### src/rtl/rate_window_meter.sv
// -----------------------------------------------------------------------------
// rate_window_meter
//
// Measurement stage behind the 32-stage fractional rate multiplier. It counts
// multiplier pulses (z) over each full multiplier period. A period is framed by
// consecutive rising edges of the terminal-count flag (w). Each completed
// period count is queued in a small FIFO and offered on a valid/ready port.
// This lets the programmed rate word be checked in-system.
//
// Parameters
//   CNT_W  width of the pulse accumulator / out_count (saturating)
//   DEPTH  FIFO entries, power of two, >= 2
//
// Ports
//   clock      in   single clock, rising edge
//   clear_n    in   synchronous active-low reset
//   x          in   multiplier enable; measurement runs only while high
//   z          in   multiplier pulse, sampled every cycle
//   w          in   multiplier terminal-count flag; rising edge = boundary
//   out_ready  in   consumer accepts the head entry
//   out_valid  out  FIFO non-empty
//   out_count  out  pulse count of the head window (registered)
//   out_sat    out  head window's count saturated (registered)
//   overflow   out  sticky: a completed window was dropped on a full FIFO
//   busy       out  FSM is measuring a window
// -----------------------------------------------------------------------------
module rate_window_meter #(
    parameter int CNT_W = 34,
    parameter int DEPTH = 4
) (
    input  logic             clock,
    input  logic             clear_n,
    input  logic             x,
    input  logic             z,
    input  logic             w,
    input  logic             out_ready,
    output logic             out_valid,
    output logic [CNT_W-1:0] out_count,
    output logic             out_sat,
    output logic             overflow,
    output logic             busy
);

    localparam int AW = $clog2(DEPTH);
    localparam int PW = AW + 1;
    localparam int EW = CNT_W + 1;
    localparam logic [CNT_W-1:0] ACC_MAX = '1;

    typedef enum logic [1:0] {
        ST_IDLE,
        ST_ARMED,
        ST_MEASURE
    } state_t;

    // ------------------------------------------------------------------
    // State
    // ------------------------------------------------------------------
    state_t           state_q, state_d;
    logic             w_q, w_d;
    logic [CNT_W-1:0] acc_q, acc_d;
    logic             sat_q, sat_d;
    logic [PW-1:0]    wr_ptr_q, wr_ptr_d;
    logic [PW-1:0]    rd_ptr_q, rd_ptr_d;
    logic [EW-1:0]    head_q, head_d;
    logic             overflow_q, overflow_d;

    // FIFO storage; no reset needed, the pointers define what is valid.
    logic [EW-1:0]    mem_q [DEPTH];

    // ------------------------------------------------------------------
    // Combinational helpers
    // ------------------------------------------------------------------
    logic             rise;
    logic             push_req;
    logic [EW-1:0]    push_data;
    logic             fifo_empty;
    logic             fifo_full;
    logic             pop;
    logic             push_ok;
    logic [PW-1:0]    occupancy;
    logic [AW-1:0]    rd_idx_next;

    assign rise      = w & ~w_q;
    assign push_data = {sat_q, acc_q};

    // Extra pointer bit separates full from empty when the indices match.
    assign fifo_empty  = (wr_ptr_q == rd_ptr_q);
    assign fifo_full   = (wr_ptr_q[AW] != rd_ptr_q[AW]) &&
                         (wr_ptr_q[AW-1:0] == rd_ptr_q[AW-1:0]);
    assign occupancy   = wr_ptr_q - rd_ptr_q;
    assign rd_idx_next = rd_ptr_q[AW-1:0] + AW'(1);

    assign pop     = ~fifo_empty & out_ready;
    // A pop in the same cycle frees the slot, so a full FIFO still accepts.
    assign push_ok = push_req & (~fifo_full | pop);

    // ------------------------------------------------------------------
    // Window FSM and accumulator
    // ------------------------------------------------------------------
    always_comb begin
        state_d  = state_q;
        acc_d    = acc_q;
        sat_d    = sat_q;
        push_req = 1'b0;
        w_d      = w;

        case (state_q)
            ST_IDLE: begin
                if (x) begin
                    state_d = ST_ARMED;
                end
            end

            ST_ARMED: begin
                if (!x) begin
                    state_d = ST_IDLE;
                end else if (rise) begin
                    // The boundary cycle's pulse opens the new window.
                    state_d = ST_MEASURE;
                    acc_d   = CNT_W'(z);
                    sat_d   = 1'b0;
                end
            end

            ST_MEASURE: begin
                if (!x) begin
                    // Partial window is abandoned; acc is left as-is.
                    state_d = ST_IDLE;
                end else if (rise) begin
                    // Close the window with the count so far, then restart it
                    // with this cycle's pulse.
                    push_req = 1'b1;
                    acc_d    = CNT_W'(z);
                    sat_d    = 1'b0;
                end else if (z) begin
                    if (acc_q == ACC_MAX) begin
                        sat_d = 1'b1;
                    end else begin
                        acc_d = acc_q + CNT_W'(1);
                    end
                end
            end

            default: begin
                state_d = ST_IDLE;
            end
        endcase
    end

    // ------------------------------------------------------------------
    // FIFO pointers, registered head and overflow flag
    // ------------------------------------------------------------------
    always_comb begin
        wr_ptr_d   = wr_ptr_q + PW'(push_ok);
        rd_ptr_d   = rd_ptr_q + PW'(pop);
        overflow_d = overflow_q | (push_req & fifo_full & ~pop);
        head_d     = head_q;

        if (push_ok && fifo_empty) begin
            // The first entry goes straight to the output register.
            head_d = push_data;
        end else if (pop) begin
            if (occupancy == PW'(1)) begin
                // The last entry leaves. Any entry pushed now becomes the head.
                head_d = push_ok ? push_data : '0;
            end else begin
                // The next entry is already in storage. With DEPTH >= 2 a
                // simultaneous write never targets this slot.
                head_d = mem_q[rd_idx_next];
            end
        end
    end

    always_ff @(posedge clock) begin
        if (!clear_n) begin
            state_q    <= ST_IDLE;
            w_q        <= 1'b0;
            acc_q      <= '0;
            sat_q      <= 1'b0;
            wr_ptr_q   <= '0;
            rd_ptr_q   <= '0;
            head_q     <= '0;
            overflow_q <= 1'b0;
        end else begin
            state_q    <= state_d;
            w_q        <= w_d;
            acc_q      <= acc_d;
            sat_q      <= sat_d;
            wr_ptr_q   <= wr_ptr_d;
            rd_ptr_q   <= rd_ptr_d;
            head_q     <= head_d;
            overflow_q <= overflow_d;
        end
    end

    always_ff @(posedge clock) begin
        if (clear_n && push_ok) begin
            mem_q[wr_ptr_q[AW-1:0]] <= push_data;
        end
    end

    // ------------------------------------------------------------------
    // Outputs, all straight from registers
    // ------------------------------------------------------------------
    assign out_valid = ~fifo_empty;
    assign out_count = head_q[CNT_W-1:0];
    assign out_sat   = head_q[CNT_W];
    assign overflow  = overflow_q;
    assign busy      = (state_q == ST_MEASURE);

endmodule
### config.mk
export PLATFORM = sky130hd
export DESIGN_NAME = rate_window_meter
export DESIGN_NICKNAME = d
export VERILOG_FILES = /design/src/rtl/rate_window_meter.sv
export SDC_FILE = /design/constraint.sdc
export NUM_CORES = 1
export LEC_CHECK = 0
export CAP_MARGIN = 20
export CORE_MARGIN = 2
export CORE_UTILIZATION = 45
export CTS_BUF_LIST = sky130_fd_sc_hd__clkbuf_4
export CTS_CLUSTER_DIAMETER = 200
export DETAILED_ROUTE_END_ITERATION = 8
export GPL_ROUTABILITY_DRIVEN = 0
export PLACE_DENSITY_LB_ADDON = 0.2
export SETUP_SLACK_MARGIN = 0.4
export SLEW_MARGIN = 25
export SYNTH_ARGS = -nofsm -noshare
export SYNTH_HDL_FRONTEND = slang
export SYNTH_SLANG_ARGS = --single-unit
### constraint.sdc
create_clock -name clock -period 5.75 [get_ports clock]
set_clock_uncertainty 0.2 [all_clocks]
set_input_delay 1.15 -clock clock [delete_from_list [all_inputs] [get_ports clock]]
set_output_delay 1.15 -clock clock [all_outputs]
set_load 0.02 [all_outputs]
* Yosys cells after proc, flatten, opt, wreduce, memory -nomap -nowiden
Memories as Yosys holds them, arrays and structs flattened.
Index checks and enable logic that the tools add are counted.
** Cells by class
- $add $sub $neg :: 5
- Equality and inequality tests :: 16
- Mux-type cells :: 28
- Bitwise gates (word level) :: 11
- Reduce and logical (&&, ||, !) cells :: 9
** Operators with widths (count)
- $mux 34 :: 6
- $mux 35 :: 4
- $pmux 34 s2 :: 1
- $add 34x1->34 const B :: 1
- $eq 34x34->1 const B :: 1
- $reduce_and 6->1 :: 2
- $mux 1 :: 11
- $ne 2x2->1 const B :: 5
- $mux 2 :: 4
- $add 3x1->3 :: 2
- $ne 3x3->1 const B :: 2
- $pmux 2 s3 :: 1
- $and 1x1->1 :: 5
- $not 1->1 :: 4
- $reduce_bool 2->1 :: 2
- $eq 3x1->1 const B :: 1
- $eq 3x3->1 :: 1
- $logic_and 1x1->1 :: 3
- $ne 3x1->1 const B :: 1
- $ne 3x2->1 const B :: 1
- $reduce_and 3->1 :: 1
- $sub 3x3->3 :: 1
- $add 2x1->2 const B :: 1
- $eq 2x1->1 const B :: 1
- 6 further kinds :: 7
** Storage, ports and cells
- Register bits after elaboration :: 80
- RAM bits :: 140
- Output and inout bits :: 38
- Logic and storage cells :: 78
- Memories kept :: 1
** Memories
- mem_q :: depth 4, bits a word 35, read ports 1, clocked after Yosys merged registers in 0, write ports 1, line 68 : logic [EW-1:0] mem_q [DEPTH];

* Logic depth before layout (Yosys ltp)
- Depth in word-level cells :: 10
- Mapped depth :: 12
- Depth with buffers taken out :: 9

* Least setup slack after synthesis
No wires, ideal clock.
- Path type :: register to register
- Start :: reg rd_ptr_q[1]
- End :: mem mem_q[0][0] (netlist bit) (enable)
- Setup time :: 0.471 ns
- Arrival time :: 4.753 ns
- Slack :: 0.327 ns
- Cell stages (with the launch flop) :: 11
- Buffers on the path :: 3
- Clock period less this slack :: 5.423 ns
- Cells stage by stage :: dfxtp_1 -> clkbuf_1 -> clkbuf_1 -> inv_1 -> ha_1 -> nand2_1 -> nor3_1 -> nor2_1 -> clkbuf_1 -> nand2_1 -> nor3_1
** Between the ends
- Word-level cells in the longest chain between the ends :: 8
** Ends and longest elaborated chain
- from (decl) :: line 63 : logic [PW-1:0] rd_ptr_q, rd_ptr_d;
- from (signal assigned) :: line 190 : rd_ptr_q <= rd_ptr_d;
- $eq 3x3->1 / $eq 2x2->1 (equally long branches) :: line 87, 89
- $not 1->1 / $logic_and 1x1->1 (equally long branches) :: line 93, 88
- $and 1x1->1 / $not 1->1 (equally long branches) :: line 93, 95
- $or 1x1->1 (*) :: line 95 : assign push_ok = push_req & (~fifo_full | pop);
- $and 1x1->1 (*) :: line 95
- $logic_and 1x1->1 (*) :: line 197 : if (clear_n && push_ok) begin
- $mux 1 (*) :: line 197
- $mux 1 (not written as such) (*) :: line 198 : mem_q[wr_ptr_q[AW-1:0]] <= push_data;
- to (decl) :: line 68
Mark *: on every way between the ends. The rest lies on a longest branch, timed or not.

* Worst setup path in the final report
- Start :: reg wr_ptr_q[0]
- End :: out out_valid
** Between the ends
- Word-level cells in the longest chain between the ends :: 2
** Ends and longest elaborated chain
- from (decl) :: line 62 : logic [PW-1:0] wr_ptr_q, wr_ptr_d;
- from (signal assigned) :: line 189 : wr_ptr_q <= wr_ptr_d;
- $eq 3x3->1 :: line 87 : assign fifo_empty = (wr_ptr_q == rd_ptr_q);
- $not 1->1 :: line 205 : assign out_valid = ~fifo_empty;
- to (decl) :: line 37 : output logic out_valid,
No other way between the ends.

==> flow_metrics.py <==
metrics = {
    "place": {
        "dpl_cell_area_sq_um": 9717,
        "hpwlAfterDp_um": 11890,
        "port_buffers": 43,
    },
    "outcome": {
        "status": "completed",
    },
    "grt": {
        "grt_pass1_vias": 6179,
        "antenna_found_initial": 1,
        "grt_max_degree": 39,
        "overflow": 0,
        "grt_pass1_wl_um": 32760,
        "grt_use_total_pct": 19.41,
    },
    "synth": {
        "ys_seq_area_share_pct": 64.36,
        "synth_area_sq_um": 9020,
        "synth_top_family_by_area": "simple AND/OR/NAND/NOR gates",
        "synth_xor_area_share_pct": 0.3884,
        "avgSynthCellArea_sq_um": 12.92,
        "ys_async_sr_fraction_pct": 0,
        "synthMuxAreaShare_pct": 8.961,
        "synth_edf_count": 140,
        "yosys_most_used_dff": "edfxtp_1",
        "synth-seq-cells": 220,
        "synth_fa_ha_area_share_pct": 1.193,
        "syn_inst": 698,
        "syn_nets": 712,
        "synthSimpleGateAreaFrac_pct": 11.42,
        "synth_warnings": 0,
        "synth_compound_area_share_pct": 11.14,
        "synthDistinctLibCells": 54,
    },
    "clock_tree": {
        "cts-root-buf": "clkbuf_4",
        "cts_made_buffers": 56,
        "cts_tree": "built",
        "clkLatencyLatePin_ns": 0.68,
        "hold_buffers": 0,
        "clk_pin_slew_ns": 0.06,
        "cts_buffer_depth": 3,
        "post_cts_resized": 0,
        "cts.sinks": 220,
        "h-tree-depth": 2,
        "postCtsSetupRepairBufs": 0,
    },
    "route": {
        "drc_errors": 0,
        "firstDrtPassIters": 5,
        "drtIter0Drc": 428,
        "ant_nets": 0,
        "vias": 6207,
        "routedWlPerCell_um": 19.00,
        "drt-total-wl_um": 20450,
        "vias_per_cell": 5.769,
    },
    "worst_setup_path": {
        "startpoint_type": "flop",
        "worst_path_largest_cell_delay_ns": 0.68,
        "path_max_fanout": 5,
        "crit_arrival_ns": 2.59,
        "crit_start": "wr_ptr_q[0]$_SDFF_PN0_",
        "cp-endpoint": "out_valid",
        "critPathTopFamily": "buffers and inverters",
        "path_depth": 4,
        "cpMaxStageDelayCell": "clkdlybuf4s50_1",
        "path_class": "flop to output pin",
        "reg2reg_from": "acc_q[14]$_SDFFE_PN0P_",
        "worst-r2r-cell-count": 6,
        "crit_chain": "inv_1 -> ha_1 -> nand3_1 -> clkdlybuf4s50_1",
        "required_ns": 4.40,
        "rr_endpoint": "acc_q[18]$_SDFFE_PN0P_",
        "path_buf_inv": 2,
        "end_kind": "output pin",
        "reg2reg_slack_ns": 2.41,
    },
    "run": {
        "maxCapViolCount": 0,
    },
    "finish": {
        "areaGrowthSynthToFinish_pct": 16.77,
        "nets": 776,
        "fin_area_sq_um": 10530,
        "fillCellCount": 1687,
        "layout-drive-gt1-share_pct": 21.23,
        "final_common_cell": "edfxtp_1",
        "most-common-layout-cells": "edfxtp_1 (140), clkbuf_4 (100), dfxtp_1 (79)",
    },
    "floorplanning": {
        "die_h_um": 145.6,
        "dieArea_sq_um": 21190,
        "num_io_pins": 44,
        "rows": 51,
        "start_util_pct": 46.04,
        "core_area_sq_um": 19590,
        "dieWidth_um": 145.6,
    },
    "power_and_ir_drop": {
        "irDropWorstVdd_mv": 0.1301,
        "power_density_nw_per_um2": 298.5,
        "p_leak_uw": 0.003550,
    },
    "sta": {
        "slew_headroom_pct": 39.35,
        "setup_tns_ns": 0,
        "setup_viol": 0,
        "hold_viol": 0,
        "rsz0062_at_grt": "false",
        "period_needed_ns": 3.939,
        "drv_slew": 0,
        "worst_slew_pin_slew_ns": 0.9027,
        "timing.fmax_mhz": 253.9,
        "post-route-period-util_pct": 68.50,
    },
    "min_path": {
        "hold_class": "flop to flop",
    },
}
## worst min-delay path by stage
stage	from	endpoint	slack, ns	cells after the start
4_1_cts	overflow$_SDFF_PN0_	overflow$_SDFF_PN0_	0.29	2
5_1_grt	state_q[1]$_SDFFE_PN0P_	state_q[0]$_SDFFE_PN0P_	0.30	1
2_1_floorplan	state_q[1]$_SDFFE_PN0P_	state_q[0]$_SDFFE_PN0P_	0.21	1
3_3_place_gp	state_q[1]$_SDFFE_PN0P_	state_q[0]$_SDFFE_PN0P_	0.22	1
6_report	overflow$_SDFF_PN0_	overflow$_SDFF_PN0_	0.29	2
3_5_place_dp	overflow$_SDFF_PN0_	overflow$_SDFF_PN0_	0.27	2
## cell families (layout without fill, tap and decap cells)
kind of cell             after synthesis  count (layout)
AND/OR/NAND/NOR                      210             210
buffers and inverters                 55             167
multiplexers                          37              37
XOR/XNOR                               4               4
adder cells (fa/ha/maj)                8               8
other                                  0               1
flip-flops                           220             220
AO/OA/AOI/OAI                        164             164
## state kept, by name, indices dropped and copies added, names as in the netlist, 2 cells and up
signal,cells
wr_ptr_q,3
head_q,35
state_q,2
mem_q,140
rd_ptr_q,3
acc_q,34
## tightest hold or removal path, stage by stage (launching register included)
cell and delay [ns]:
dfxtp_1 0.33, a41oi_1 0.05, nor2_1 0.07
## through the flow
stage | hold slack (ns) | utilization [%] | total power [uW] | std cells | setup WS [ns]
after floorplan | 0.2076 | - | 1730 | 698 | 0.3266
after global placement | 0.2207 | 49.60 | 1750 | 969 | 1.489
after detailed placement | 0.2683 | 49.60 | 1751 | 969 | 1.373
after CTS | 0.2882 | 53.70 | 3180 | 1075 | 1.754
after global routing | 0.3010 | 53.77 | 3276 | 1076 | 1.654
final | 0.2912 | 53.77 | 3144 | 1076 | 1.811
## power breakdown
part / internal (uW) / total, uW / switching, uW
sequential: 1660 / 1670 / 2.50
combinational: 17.5 / 51.4 / 33.9
clock: 818 / 1430 / 609
total: 2500 / 3140 / 645
## routing by layer
metal | track usage (%) | share of wire (%) | vias to the layer above
li1 | - | - | 2882
met1 | 25.70 | 44 | 3100
met2 | 31.59 | 49 | 198
met3 | 4.514 | 5.4 | 27
met4 | 7.010 | 1.8 | 0
met5 | 0 | 0 | -
## cell usage after synthesis, types with 2 or more instances
| cell | instances | area share (%) |
|---|---|---|
| nor2_1 | 32 | 1.3 |
| nor3_1 | 13 | 0.72 |
| a31oi_1 | 45 | 3.1 |
| o21ai_0 | 56 | 3.1 |
| edfxtp_1 | 140 | 47 |
| dfxtp_1 | 80 | 18 |
| or3_1 | 5 | 0.35 |
| nor2b_1 | 2 | 0.14 |
| a211oi_1 | 2 | 0.17 |
| nor3b_1 | 3 | 0.25 |
| and3_1 | 8 | 0.55 |
| nand2_1 | 61 | 2.5 |
| a21oi_1 | 25 | 1.4 |
| a311oi_1 | 11 | 1.1 |
| o21a_1 | 3 | 0.25 |
| inv_1 | 7 | 0.29 |
| a41oi_1 | 4 | 0.39 |
| and2_1 | 12 | 0.83 |
| a21oi_2 | 2 | 0.19 |
| xnor2_1 | 3 | 0.29 |
| nand4b_1 | 3 | 0.29 |
| clkbuf_1 | 40 | 1.7 |
| mux2i_1 | 2 | 0.22 |
| or4_4 | 2 | 0.25 |
| buf_1 | 2 | 0.083 |
| o31ai_1 | 2 | 0.17 |
| mux4_2 | 35 | 8.7 |
| buf_6 | 2 | 0.25 |
| ha_1 | 7 | 0.97 |
| nand4_1 | 7 | 0.49 |
| nand3_1 | 55 | 3.1 |
| buf_2 | 3 | 0.17 |
| o21ai_1 | 3 | 0.17 |
## layout make-up
class | instances | area (sq um) | share of cell area [%]
Antenna cell | 1 | 2.502 | 0.02376
Clock buffer | 100 | 750.7 | 7.128
Clock inverter | 6 | 52.55 | 0.4989
Inverter | 7 | 26.28 | 0.2495
Multi-Input combinational cell | 423 | 3054 | 29.00
Sequential cell | 220 | 5807 | 55.13
Tap cell | 265 | 331.6 | 3.148
Timing Repair Buffer | 54 | 508.0 | 4.823
No activity file was read; power rests on OpenSTA's default activity.
